$ cat config.mk
export PLATFORM = sky130hd
export DESIGN_NAME = vram_wr_arb
export DESIGN_NICKNAME = d
export VERILOG_FILES = /design/src/rtl/snake_vram_pkg.sv /design/src/rtl/vram_xy2addr.sv /design/src/rtl/vram_wr_arb.sv
export SDC_FILE = /design/constraint.sdc
export NUM_CORES = 1
export LEC_CHECK = 0
export CAP_MARGIN = 20
export CORE_MARGIN = 1
export CORE_UTILIZATION = 40
export CTS_CLUSTER_SIZE = 10
export DETAILED_ROUTE_END_ITERATION = 10
export PLACE_DENSITY = 0.7
export SLEW_MARGIN = 20
export SYNTH_ARGS = -nofsm -noshare
export SYNTH_HDL_FRONTEND = slang
export SYNTH_SLANG_ARGS = --single-unit
$ cat constraint.sdc
create_clock -name clk -period 4.2 [get_ports clk]
set_input_delay 0.42 -clock clk [delete_from_list [all_inputs] [get_ports clk]]
set_output_delay 0.42 -clock clk [all_outputs]
set_load 0.03 [all_outputs]
$ cat src/rtl/snake_vram_pkg.sv
// Shared grid geometry, bus widths and requester port indices for the snake vram writers.
// Combinational constants only; no latency or flow control.
package snake_vram_pkg;

  localparam int COLS      = 25;
  localparam int ROWS      = 15;
  localparam int CELLS     = COLS * ROWS;
  localparam int ADDR_W    = 9;
  localparam int COLOR_W   = 4;
  localparam int X_W       = 5;
  localparam int Y_W       = 4;
  localparam int NPORT     = 3;

  localparam int PORT_TAIL = 0;
  localparam int PORT_HEAD = 1;
  localparam int PORT_FOOD = 2;

  typedef enum logic {
    ST_IDLE  = 1'b0,
    ST_CLEAR = 1'b1
  } arb_state_t;

endpackage

$ cat src/rtl/vram_xy2addr.sv
// Grid (x, y) to linear vram address plus out-of-range flag; purely combinational, no backpressure.
module vram_xy2addr
  import snake_vram_pkg::*;
#(
  parameter int COLS = snake_vram_pkg::COLS,
  parameter int ROWS = snake_vram_pkg::ROWS
) (
  input  logic [X_W-1:0]    x,
  input  logic [Y_W-1:0]    y,
  output logic [ADDR_W-1:0] addr,
  output logic              oob
);

  localparam logic [ADDR_W-1:0] COLS_A = ADDR_W'(COLS);

  // Constant multiply folds to shift-add; 15*25+31 still fits in 9 bits.
  always_comb begin
    addr = ADDR_W'(y) * COLS_A + ADDR_W'(x);
    oob  = (int'(x) >= COLS) || (int'(y) >= ROWS);
  end

endmodule

$ cat src/rtl/vram_wr_arb.sv
// Single-writer arbiter for the vram port: full-screen clear sweep plus fixed-priority pixel writes.
// One-cycle grant latency; requesters hold req until ack, a clear in progress stalls all requests.
module vram_wr_arb
  import snake_vram_pkg::*;
#(
  parameter int COLS = snake_vram_pkg::COLS,
  parameter int ROWS = snake_vram_pkg::ROWS
) (
  input  logic                     clk,
  input  logic                     rst,
  input  logic                     clr_start,
  input  logic [COLOR_W-1:0]       clr_color,
  output logic                     clr_busy,
  output logic                     clr_done,
  input  logic [NPORT-1:0]         req,
  input  logic [NPORT*X_W-1:0]     req_x,
  input  logic [NPORT*Y_W-1:0]     req_y,
  input  logic [NPORT*COLOR_W-1:0] req_color,
  output logic [NPORT-1:0]         ack,
  output logic [NPORT-1:0]         err,
  output logic [ADDR_W-1:0]        vram_addr,
  output logic [COLOR_W-1:0]       vram_din
);

  localparam logic [ADDR_W-1:0] LAST_ADDR = ADDR_W'(COLS * ROWS - 1);

  arb_state_t          state, state_nxt;
  logic [NPORT-1:0]    mask, mask_nxt;
  logic [NPORT-1:0]    eligible;
  logic                grant_vld;
  logic [1:0]          gsel;
  logic [X_W-1:0]      sel_x;
  logic [Y_W-1:0]      sel_y;
  logic [COLOR_W-1:0]  sel_color;
  logic [ADDR_W-1:0]   sel_addr;
  logic                sel_oob;

  logic [ADDR_W-1:0]   addr_nxt;
  logic [COLOR_W-1:0]  din_nxt;
  logic [NPORT-1:0]    ack_nxt, err_nxt;
  logic                busy_nxt, done_nxt;

  // The port granted last edge is masked so its late req-drop cannot win twice.
  always_comb begin
    eligible  = req & ~mask;
    grant_vld = 1'b0;
    gsel      = 2'd0;
    for (int i = NPORT - 1; i >= 0; i--) begin
      if (eligible[i]) begin
        grant_vld = 1'b1;
        gsel      = 2'(i);
      end
    end
    sel_x     = req_x[int'(gsel)*X_W +: X_W];
    sel_y     = req_y[int'(gsel)*Y_W +: Y_W];
    sel_color = req_color[int'(gsel)*COLOR_W +: COLOR_W];
  end

  vram_xy2addr #(
    .COLS (COLS),
    .ROWS (ROWS)
  ) u_xy2addr (
    .x    (sel_x),
    .y    (sel_y),
    .addr (sel_addr),
    .oob  (sel_oob)
  );

  always_comb begin
    state_nxt = state;
    addr_nxt  = vram_addr;
    din_nxt   = vram_din;
    ack_nxt   = '0;
    err_nxt   = '0;
    busy_nxt  = clr_busy;
    done_nxt  = 1'b0;
    mask_nxt  = '0;
    case (state)
      ST_IDLE: begin
        if (clr_start) begin
          state_nxt = ST_CLEAR;
          addr_nxt  = '0;
          din_nxt   = clr_color;
          busy_nxt  = 1'b1;
        end else if (grant_vld) begin
          ack_nxt[gsel]  = 1'b1;
          mask_nxt[gsel] = 1'b1;
          if (sel_oob) begin
            err_nxt[gsel] = 1'b1;
          end else begin
            addr_nxt = sel_addr;
            din_nxt  = sel_color;
          end
        end
      end
      ST_CLEAR: begin
        if (vram_addr == LAST_ADDR) begin
          state_nxt = ST_IDLE;
          busy_nxt  = 1'b0;
          done_nxt  = 1'b1;
        end else begin
          addr_nxt = vram_addr + 1'b1;
        end
      end
      default: state_nxt = ST_IDLE;
    endcase
  end

  always_ff @(posedge clk) begin
    if (rst) begin
      state     <= ST_IDLE;
      mask      <= '0;
      vram_addr <= '0;
      vram_din  <= '0;
      ack       <= '0;
      err       <= '0;
      clr_busy  <= 1'b0;
      clr_done  <= 1'b0;
    end else begin
      state     <= state_nxt;
      mask      <= mask_nxt;
      vram_addr <= addr_nxt;
      vram_din  <= din_nxt;
      ack       <= ack_nxt;
      err       <= err_nxt;
      clr_busy  <= busy_nxt;
      clr_done  <= done_nxt;
    end
  end

endmodule

# Word level (Yosys, flattened, before mapping)
# Cells that the tools add are included.
classes:
  n_bitwise: 5
  eq_ne: 7
  n_mux: 23
  shifts: 3
  reduce_logical: 9
  magnitude_cmp: 4
  mul: 2
  addsub: 2
ops:
  columns: ["cell", "count"]
  rows:
  - ["9-bit 2-to-1 mux", 4]
  - ["12-bit by 5-bit indexed part select with 4-bit output", 2]
  - ["9-bit case mux with 2 select lines", 1]
  - ["15-bit by 6-bit indexed part select with 5-bit output", 1]
  - ["4-bit 2-to-1 mux", 3]
  - ["9-bit by 1-bit adder with 9-bit output, second input constant", 1]
  - ["9-bit by 5-bit adder with 9-bit output", 1]
  - ["9-bit == test, second input constant", 1]
  - ["4-bit by 5-bit multiplier with 9-bit output, second input constant", 1]
  - ["1-bit 2-to-1 mux", 9]
  - ["2-bit 2-to-1 mux", 3]
  - ["2-bit != test, second input constant", 3]
  - ["3-bit != test, second input constant", 2]
  - ["3-bit AND reduction", 2]
  - ["5-bit greater-or-equal comparator, second input constant", 1]
  - ["2-bit by 3-bit multiplier with 5-bit output, second input constant", 1]
  - ["5-bit OR reduction", 1]
  - ["4-bit greater-or-equal comparator, second input constant", 1]
  - ["1-bit case mux with 2 select lines", 2]
  - ["4-bit OR reduction", 1]
  - ["3-bit AND", 1]
  - ["2-bit by 3-bit less-than comparator with 1-bit output, second input constant", 1]
  - ["1-bit NOT", 3]
  - ["3-bit NOT", 1]
  - ["8 further kinds", 8]
totals:
  out_inout_bits: 21
  regBits: 22
  word_cells: 62
  in_bits: 49

# Longest topological paths before layout
# Gate-level depths: netlist of run 1.
logic_depth:
  ltp_word: 13
  depth_mapped: 16
  ltp_nobuf: 14

# Modules after synthesis
# Synthesis of run 1 repeated with hierarchy kept, for this count alone.
hier_totals:
  cells_unflattened: 245
  area_unflattened_um2: 1990.7
by_module_without_submodules:
  columns: ["mod", "instances", "seq_area_each_um2", "area_each_um2", "cells_per_inst"]
  rows:
  - ["vram_wr_arb", 1, 440.4, 1490.2, 187]
  - ["vram_xy2addr", 1, 0.0, 500.5, 58]

# Worst setup path after synthesis of run 1
# Ideal clock, no wire load.
synth_path:
  path_type: "flip-flop to flip-flop"
  start: "register mask[0]"
  end: "register vram_addr[8]"
  setup_ps: 132
  period_less_slack_ps: 3825
  setup_slack_ps: 375
  stages_incl_launch_ff: 16
  required_ps: 4068
  arrival_ps: 3692
  n_path_buf: 1
  path_cell_list: "dfxtp_1 or2b_1 nand2_1 buf_2 mux2i_1 o21ai_0 ha_1 fa_1 ha_1 nand2_1 o21ai_0 o21ai_0 a21boi_0 mux2i_1 a21o_1 a21oi_1"
synth_between:
  elab_chain_len: 10
  elab_cells_between_ends: 19
  cone_classes: "add/sub (1); mul (2); order compare (2); eq/ne (2); shift (2); mux (6); bitwise (2); reduce/logical (2)"
synth_rtl:
  columns: ["element", "line_no", "text"]
  rows:
  - ["start: declaration", "vram_wr_arb.sv:28", "logic [NPORT-1:0] mask, mask_nxt;"]
  - ["start signal: assignment", "vram_wr_arb.sv:121", "mask <= mask_nxt;"]
  - ["3-bit NOT *", "vram_wr_arb.sv:45", "eligible = req & ~mask;"]
  - ["3-bit AND *", "vram_wr_arb.sv:45", null]
  - ["2-bit 2-to-1 mux", "vram_wr_arb.sv:49", "if (eligible[i]) begin"]
  - ["12-bit by 5-bit indexed part select with 4-bit output or 2-bit by 3-bit multiplier with 5-bit output (tied branches)", "vram_wr_arb.sv:55, vram_wr_arb.sv:54", null]
  - ["4-bit by 5-bit multiplier with 9-bit output or 15-bit by 6-bit indexed part select with 5-bit output (tied branches)", "vram_xy2addr.sv:18, vram_wr_arb.sv:54", null]
  - ["9-bit by 5-bit adder with 9-bit output", "vram_xy2addr.sv:18", "addr = ADDR_W'(y) * COLS_A + ADDR_W'(x);"]
  - ["9-bit 2-to-1 mux", "vram_wr_arb.sv:88", "if (sel_oob) begin"]
  - ["9-bit 2-to-1 mux", "vram_wr_arb.sv:85", "end else if (grant_vld) begin"]
  - ["9-bit 2-to-1 mux", "vram_wr_arb.sv:80", "if (clr_start) begin"]
  - ["9-bit case mux with 2 select lines", "vram_wr_arb.sv:78", "case (state)"]
  - ["end signal: assignment", "vram_wr_arb.sv:122", "vram_addr <= addr_nxt;"]
  - ["end: declaration", "vram_wr_arb.sv:21", "output logic [ADDR_W-1:0] vram_addr,"]
# Every way passes the cells marked *; elsewhere a longest branch is shown, timed or not. The select of a mux whose other input is x is not followed.
# A chain may end at the register's enable or synchronous reset.

# Final worst setup path of run 1
layout_path:
  start: "input port req[0]"
  end: "register vram_addr[8]"
layout_between:
  elab_chain_len: 9
  elab_cells_between_ends: 18
  cone_classes: "add/sub (1); mul (2); order compare (2); eq/ne (2); shift (2); mux (6); bitwise (1); reduce/logical (2)"
layout_rtl:
  columns: ["element", "line_no", "text"]
  rows:
  - ["start: declaration", "vram_wr_arb.sv:15", "input logic [NPORT-1:0] req,"]
  - ["3-bit AND *", "vram_wr_arb.sv:45", null]
  - ["2-bit 2-to-1 mux", "vram_wr_arb.sv:49", null]
  - ["12-bit by 5-bit indexed part select with 4-bit output or 2-bit by 3-bit multiplier with 5-bit output (tied branches)", "vram_wr_arb.sv:55, vram_wr_arb.sv:54", null]
  - ["4-bit by 5-bit multiplier with 9-bit output or 15-bit by 6-bit indexed part select with 5-bit output (tied branches)", "vram_xy2addr.sv:18, vram_wr_arb.sv:54", null]
  - ["9-bit by 5-bit adder with 9-bit output", "vram_xy2addr.sv:18", null]
  - ["9-bit 2-to-1 mux", "vram_wr_arb.sv:88", null]
  - ["9-bit 2-to-1 mux", "vram_wr_arb.sv:85", null]
  - ["9-bit 2-to-1 mux", "vram_wr_arb.sv:80", null]
  - ["9-bit case mux with 2 select lines", "vram_wr_arb.sv:78", null]
# Marked as above.

==> results of run 1 <==
## synthesized netlist by cell type (2+ instances only)
library cell  instances
dfxtp_1              22
nor2_1               21
o21ai_0              20
ha_1                 19
a21oi_1              18
nand2_1              17
mux2i_1              13
nor3_1               12
clkbuf_1              8
inv_1                 7
a211oi_1              6
nor2b_1               5
a21o_1                4
mux2_4                4
nand3_1               4
nor4_1                4
a31oi_1               3
and4b_1               3
xnor2_1               3
a311oi_1              2
and3_1                2
buf_2                 2
fa_1                  2
nand2b_1              2
nand4b_1              2
nor2_2                2
nor2b_4               2
o22ai_1               2
o32ai_1               2
## tightest hold or removal path, cell delays in order, from the launching register on
cell and delay, ns:
dfxtp_1 0.34, o21ai_0 0.07, a21oi_1 0.06
## layout make-up
type,instances,area (um2)
fill,438,1930
inverter,7,26.3
clock buffer,3,41.3
clock inverter,1,30.0
tap,67,83.8
timing repair buffer,76,743
sequential,22,440
multi-input combinational,198,1490
## flip-flops by register name, indices dropped and copies added (netlist names)
register / count
clr_busy: 1
clr_done: 1
err: 3
mask: 3
state: 1
vram_addr: 9
vram_din: 4
## power by group
group	switching [uW]	total (uW)	internal, uW
sequential	25.3	254	229
combinational	217	419	202
clock	71.0	198	127
total	313	871	558
## stage by stage
stage	instances	util, %
4_1_cts	374	59.6
3_3_place_gp	370	58.1
6_report	374	59.7
2_1_floorplan	238	-
3_5_place_dp	370	58.1
5_1_grt	374	59.7
## kinds of logic after synthesis
group / share of synthesized area (%)
mux: 9.49
fa+ha+maj: 13.9
xor+xnor: 1.31
flops: 22.0
simple gates: 25.2
compound gates: 24.3
buf+inv: 3.87
## final timing paths
kind	from	endpoint	slack [ns]	depth (start not counted)
setup / recovery	req[0]	vram_addr[8]	0.37	15
hold / removal	vram_addr[6]	vram_addr[6]	0.51	2
setup reg to reg	mask[0]	vram_addr[8]	0.64	14
hold reg to reg	vram_addr[6]	vram_addr[6]	0.51	2
## layer usage
metal | vias up | share of wire [%]
met5 | - | 0
met4 | 0 | 1.1
met3 | 8 | 6.0
met2 | 63 | 45
met1 | 949 | 48
li1 | 1033 | -
==> load_flow_metrics.sql, run 1 <==
INSERT INTO impl_metrics (metric_group, metric, value, unit) VALUES
('run_status', 'status', 'complete, no violations', ''),
('sta', 'finalCriticalPeriod', '3.83', 'ns'),
('floorplan', 'core-area', '4790', 'um2'),
('routing', 'drt_first_pass_iters', '4', ''),
('sta', 'finalCritPeriodShare', '91.2', '%'),
('cells_and_area', 'mostFrequentLayoutCell', 'clkdlybuf4s50_1', ''),
('sta', 'timing_worst_slew_pin_value', '0.901', 'ns'),
('floorplan', 'die_x', '72.8', 'um'),
('critical_path', 'cpLargestDelayFamily', 'compound AO/OA/AOI/OAI gates', ''),
('sta', 'hold_slack', '0.510', 'ns'),
('clocking', 'htree_levels', '1', ''),
('power', 'largest_vdd_supply_drop', '0.180', 'mV'),
('sta', 'timing.final.setup_violations', '0', ''),
('sta', 'slew_viols_final', '0', ''),
('synthesis', 'synth_edf_count', '0', ''),
('global_routing', 'total_gr_overflow', '0', ''),
('critical_path', 'worst_path_max_delay_cell', 'fa_1', ''),
('critical_path', 'crit_path_max_fanout', '12', ''),
('sta', 'fin_tns_setup', '0', 'ns'),
('synthesis', 'ys_types', '54', ''),
('synthesis', 'netlist_area', '2000', 'um2'),
('critical_path', 'critPathMaxStageDelay', '0.49', 'ns'),
('placed_design', 'io_buffers', '69', ''),
('critical_path', 'setup.worst_path.class', 'in2reg', ''),
('clocking', 'cts_tree', 'done', ''),
('placed_design', 'final_wtd_congestion', '0.847', ''),
('placed_design', 'place_ws', '0.0410', 'ns'),
('critical_path', 'worstSetupStartpointType', 'input pin', ''),
('cells_and_area', 'areaGrowthSynthToFinish', '42.6', '%'),
('synthesis', 'ys_warn_count', '0', ''),
('sta', 'max-slew-margin-rel', '39.7', '%'),
('cells_and_area', 'final_instance_area', '2860', 'um2'),
('global_routing', 'antenna_violations_before_repair', '0', ''),
('critical_path', 'critical_path.endpoint_type', 'flip-flop', ''),
('floorplan', 'floorplan.io_pins', '70', ''),
('synthesis', 'netlist_instances', '238', ''),
('critical_path', 'crit_chain', 'clkdlybuf4s50_1 -> or2b_1 -> nand2_1 -> buf_4 -> mux2i_1 -> o21ai_0 -> fa_1 -> ha_1 -> nand2_1 -> o21ai_0 -> o21ai_0 -> a21boi_0 -> mux2i_1 -> a21o_1 -> a21oi_1', ''),
('clocking', 'clock_path_buffers', '2', ''),
('routing', 'route.vias.total', '2053', ''),
('clocking', 'clkSlewWorstSetupHoldPaths', '0.08', 'ns'),
('clocking', 'numClockSinks', '22', ''),
('clocking', 'post-cts-setup-buffers', '0', ''),
('synthesis', 'synth_area_leaders', 'dfxtp_1 (22%), ha_1 (12%), mux2i_1 (6.5%)', ''),
('critical_path', 'path_common_cell', 'o21ai_0', ''),
('global_routing', 'first_global_vias', '1998', ''),
('cells_and_area', 'finalNetCount', '378', ''),
('global_routing', 'grt_start_max_net_pins', '26', ''),
('sta', 'finalHoldViolCount', '0', ''),
('global_routing', 'grtUsageTotal', '22.0', '%'),
('global_routing', 'routing_usage_on_met1', '29.2', '%'),
('synthesis', 'async_reset_ff_share', '0', '%'),
('routing', 'vias_per_cell', '5.49', ''),
('global_routing', 'grt_pass1_wl', '9150', 'um'),
('sta', 'setup_ws', '0.369', 'ns'),
('cells_and_area', 'layout_common_cells', 'clkdlybuf4s50_1 (69), dfxtp_1 (22), nor2_1 (21), ha_1 (19), a21oi_1 (18)', ''),
('synthesis', 'avgSynthCellArea', '8.42', 'um2'),
('placed_design', 'area_of_placed_instances', '2780', 'um2'),
('floorplan', 'std_cell_rows', '25', ''),
('critical_path', 'crit_required', '4.31', 'ns'),
('synthesis', 'ys_ff_latch', '22', ''),
('global_routing', 'grt.met2_usage', '36.8', '%'),
('routing', 'drt-wirelength-per-cell', '14.9', 'um'),
('floorplan', 'die_h', '72.8', 'um'),
('flow_run', 'max_cap_violations', '0', ''),
('floorplan', 'die_outline_area', '5300', 'um2'),
('global_routing', 'globalRouteMet3Util', '4.83', '%'),
('clocking', 'clock_latency', '0.26', 'ns'),
('clocking', 'resize_count_post_cts', '0', ''),
('synthesis', 'largest_area_contributor_in_the_netlist', 'dfxtp_1', ''),
('cells_and_area', 'antennaDiodeCount', '0', ''),
('synthesis', 'yosys_most_used_dff', 'dfxtp_1', '');
No activity file was read; power rests on OpenSTA's default activity.
==> run 2, diff against run 1 <==
Settings changed: DONT_BUFFER_PORTS from default to 1, PLACE_DENSITY 0.7 to 0.52.
==> run 2 against run 1 <==
Non-clock buffer count down 72. Sequential share of layout area is 5.2 points higher. Utilization decreased by 15 points. Critical endpoint unchanged.
==> load_flow_metrics.sql, run 2 (synthesized netlist as in run 1, its figures left out) <==
INSERT INTO impl_metrics (metric_group, metric, value, unit) VALUES
('run_status', 'status', 'complete, no violations', ''),
('critical_path', 'path_common_cell', 'o21ai_0', ''),
('sta', 'fmax', '267', 'MHz'),
('clocking', 'post-cts-setup-buffers', '0', ''),
('critical_path', 'rr_startpoint', 'mask[1]', ''),
('clocking', 'number_of_buffers_created_by_cts', '3', ''),
('global_routing', 'first_global_vias', '1752', ''),
('global_routing', 'grtUsageTotal', '19.7', '%'),
('floorplan', 'floorplan.io_pins', '70', ''),
('cells_and_area', 'drive_gt1_share', '11.5', '%'),
('floorplan', 'die_h', '72.8', 'um'),
('critical_path', 'worst_path_max_delay_cell', 'fa_1', ''),
('min_path', 'worst_hold_path_type', 'in2reg', ''),
('sta', 'finalCritPeriodShare', '89.1', '%'),
('sta', 'max-slew-margin-rel', '54.1', '%'),
('critical_path', 'critical_path.endpoint_type', 'flip-flop', ''),
('cells_and_area', 'antennaDiodeCount', '0', ''),
('routing', 'drt_first_pass_iters', '4', ''),
('global_routing', 'grt_start_max_net_pins', '26', ''),
('sta', 'fin_tns_setup', '0', 'ns'),
('sta', 'finalCriticalPeriod', '3.74', 'ns'),
('sta', 'rsz_0062_raised_after_global_routing', 'false', ''),
('critical_path', 'worstReg2RegEnd', 'vram_addr[8]', ''),
('min_path', 'hold_start', 'rst', ''),
('cells_and_area', 'largest_reg_flops', '9', ''),
('cells_and_area', 'finalNetCount', '306', ''),
('critical_path', 'setup.worst_path.class', 'reg2reg', ''),
('clocking', 'numClockSinks', '22', ''),
('clocking', 'clock_path_buffers', '2', ''),
('clocking', 'cts_tree', 'done', ''),
('global_routing', 'grt_pass1_wl', '8180', 'um'),
('global_routing', 'antenna_violations_before_repair', '0', ''),
('routing', 'postRouteWirelength', '5180', 'um'),
('routing', 'dr.first_iter.drc_count', '63', ''),
('critical_path', 'cpLargestDelayFamily', 'compound AO/OA/AOI/OAI gates', ''),
('floorplan', 'die_outline_area', '5300', 'um2'),
('power', 'total_leakage_power', '0.000864', 'uW'),
('min_path', 'sink_of_the_worst_hold_path', 'vram_addr[3]', ''),
('sta', 'slew_viols_final', '0', ''),
('floorplan', 'initial_utilization', '41.9', '%'),
('critical_path', 'worstRegToRegCells', '14', ''),
('clocking', 'clkSlewWorstSetupHoldPaths', '0.08', 'ns'),
('cells_and_area', 'areaGrowthSynthToFinish', '6.68', '%'),
('sta', 'finalHoldViolCount', '0', ''),
('placed_design', 'final_wtd_congestion', '0.805', ''),
('power', 'largest_vdd_supply_drop', '0.232', 'mV'),
('critical_path', 'crit_path_max_fanout', '6', ''),
('sta', 'timing.final.setup_violations', '0', ''),
('critical_path', 'r2r_setup_slack', '0.46', 'ns'),
('cells_and_area', 'mostFrequentLayoutCell', 'dfxtp_1', ''),
('routing', 'vias_per_cell', '5.96', ''),
('placed_design', 'io_buffers', '0', ''),
('critical_path', 'critPathMaxStageDelay', '0.48', 'ns'),
('routing', 'route.vias.total', '1801', ''),
('cells_and_area', 'layout_common_cells', 'dfxtp_1 (22), nor2_1 (21), o21ai_0 (20), ha_1 (19), a21oi_1 (18)', ''),
('floorplan', 'die_x', '72.8', 'um'),
('cells_and_area', 'fin_util', '44.7', '%'),
('floorplan', 'std_cell_rows', '25', ''),
('clocking', 'clock_latency', '0.26', 'ns'),
('critical_path', 'crit_chain', 'nor2b_4 -> nand2_1 -> mux2i_1 -> o21ai_0 -> ha_1 -> fa_1 -> ha_1 -> nand2_1 -> o21ai_0 -> o21ai_0 -> a21boi_0 -> mux2i_1 -> a21o_1 -> a21oi_1', ''),
('clocking', 'resize_count_post_cts', '0', ''),
('placed_design', 'post-dp-hpwl', '3990', 'um'),
('routing', 'drt.antenna.violating_nets', '0', ''),
('sta', 'finalClockSkew', '0.00138', 'ns'),
('sta', 'timing_worst_slew_pin_value', '0.686', 'ns'),
('power', 'powerDensity', '363', 'nW/um2'),
('cells_and_area', 'largest-register', 'vram_addr', ''),
('critical_path', 'worst-path-buf-inv', '0', ''),
('clocking', 'htree_levels', '1', ''),
('global_routing', 'total_gr_overflow', '0', ''),
('critical_path', 'cp.arrival', '3.90', 'ns'),
('clocking', 'cts.root.buffer_cell', 'clkbuf_8', ''),
('cells_and_area', 'layout_top_registers', 'vram_addr x9, vram_din x4', ''),
('min_path', 'worst_hold_path.num_cells', '1', ''),
('critical_path', 'worstSetupStartpointType', 'flip-flop', ''),
('flow_run', 'max_cap_violations', '0', ''),
('critical_path', 'crit_required', '4.36', 'ns'),
('floorplan', 'core-area', '4790', 'um2'),
('clocking', 'holdBufCountCts', '0', ''),
('routing', 'drc_errors', '0', ''),
('routing', 'drt-wirelength-per-cell', '17.2', 'um');
==> run 2: cell types whose count changed in the layout (fill, tap and decap cells not counted), sizes merged <==
| cell | change |
|---|---|
| buf | -3 |
| clkdlybuf4s50 | -69 |
==> run 2: power breakdown <==
group / leakage [uW] / switching (uW) / internal, uW
clock network: 0.0000357 / 72.4 / 127
registers: 0.000180 / 65.9 / 229
logic: 0.000648 / 156 / 127
==> run 2: final cells by class <==
type | instances | area (um2)
inverter | 7 | 26.3
timing repair buffer | 4 | 30.0
tap | 67 | 83.8
multi-input combinational | 198 | 1490
sequential | 22 | 440
fill | 497 | 2650
clock inverter | 1 | 30.0
clock buffer | 3 | 41.3
==> run 2: per-stage QoR <==
stage / power [uW] / instances / setup slack [ns] / hold WS [ns] / cell area [um2]
global route: 829 / 302 / 0.151 / 0.200 / 2140
global placement: 584 / 298 / 0.523 / 0.494 / 2070
floorplan: 522 / 238 / 0.375 / 0.605 / 2000
detailed placement: 583 / 298 / 0.458 / 0.496 / 2070
finish: 777 / 302 / 0.456 / 0.217 / 2140
CTS: 786 / 302 / 0.497 / 0.204 / 2140
==> run 2: worst max-delay path by stage <==
stage                  from           end  slack, ns  cells past startpoint
global placement     req[0]  vram_addr[7]       0.52                     15
global route        mask[1]  vram_addr[8]       0.15                     14
finish              mask[1]  vram_addr[8]       0.46                     14
detailed placement   req[0]  vram_addr[8]       0.46                     14
CTS                 mask[1]  vram_addr[8]       0.50                     14
floorplan           mask[0]  vram_addr[8]       0.38                     15
==> run 2: per-layer routing <==
layer  track usage [%]  wire length (um)  share of wire, %
met2              34.3              2450                47
met5                 0                 0                 0
met4              4.14                83               1.6
met1              24.6              2310                45
met3              5.11               340               6.6
==> run 2: worst reg2reg max path: cells and delay by family, from the launching register on <==
family	cells	cell delay (ns)
AOI/OAI and AO/OA	6	1.23
adders and majority gates	3	1.15
and+or+nand+nor	3	0.45
DFF	1	0.44
muxes	2	0.39
==> run 3, diff against run 2 <==
Settings changed: ABC_CLOCK_PERIOD_IN_PS from default to 4200, SKIP_LAST_GASP from default to 1.
==> results of run 3 <==
Final layout, timing and power as in run 2 (identical DEF).
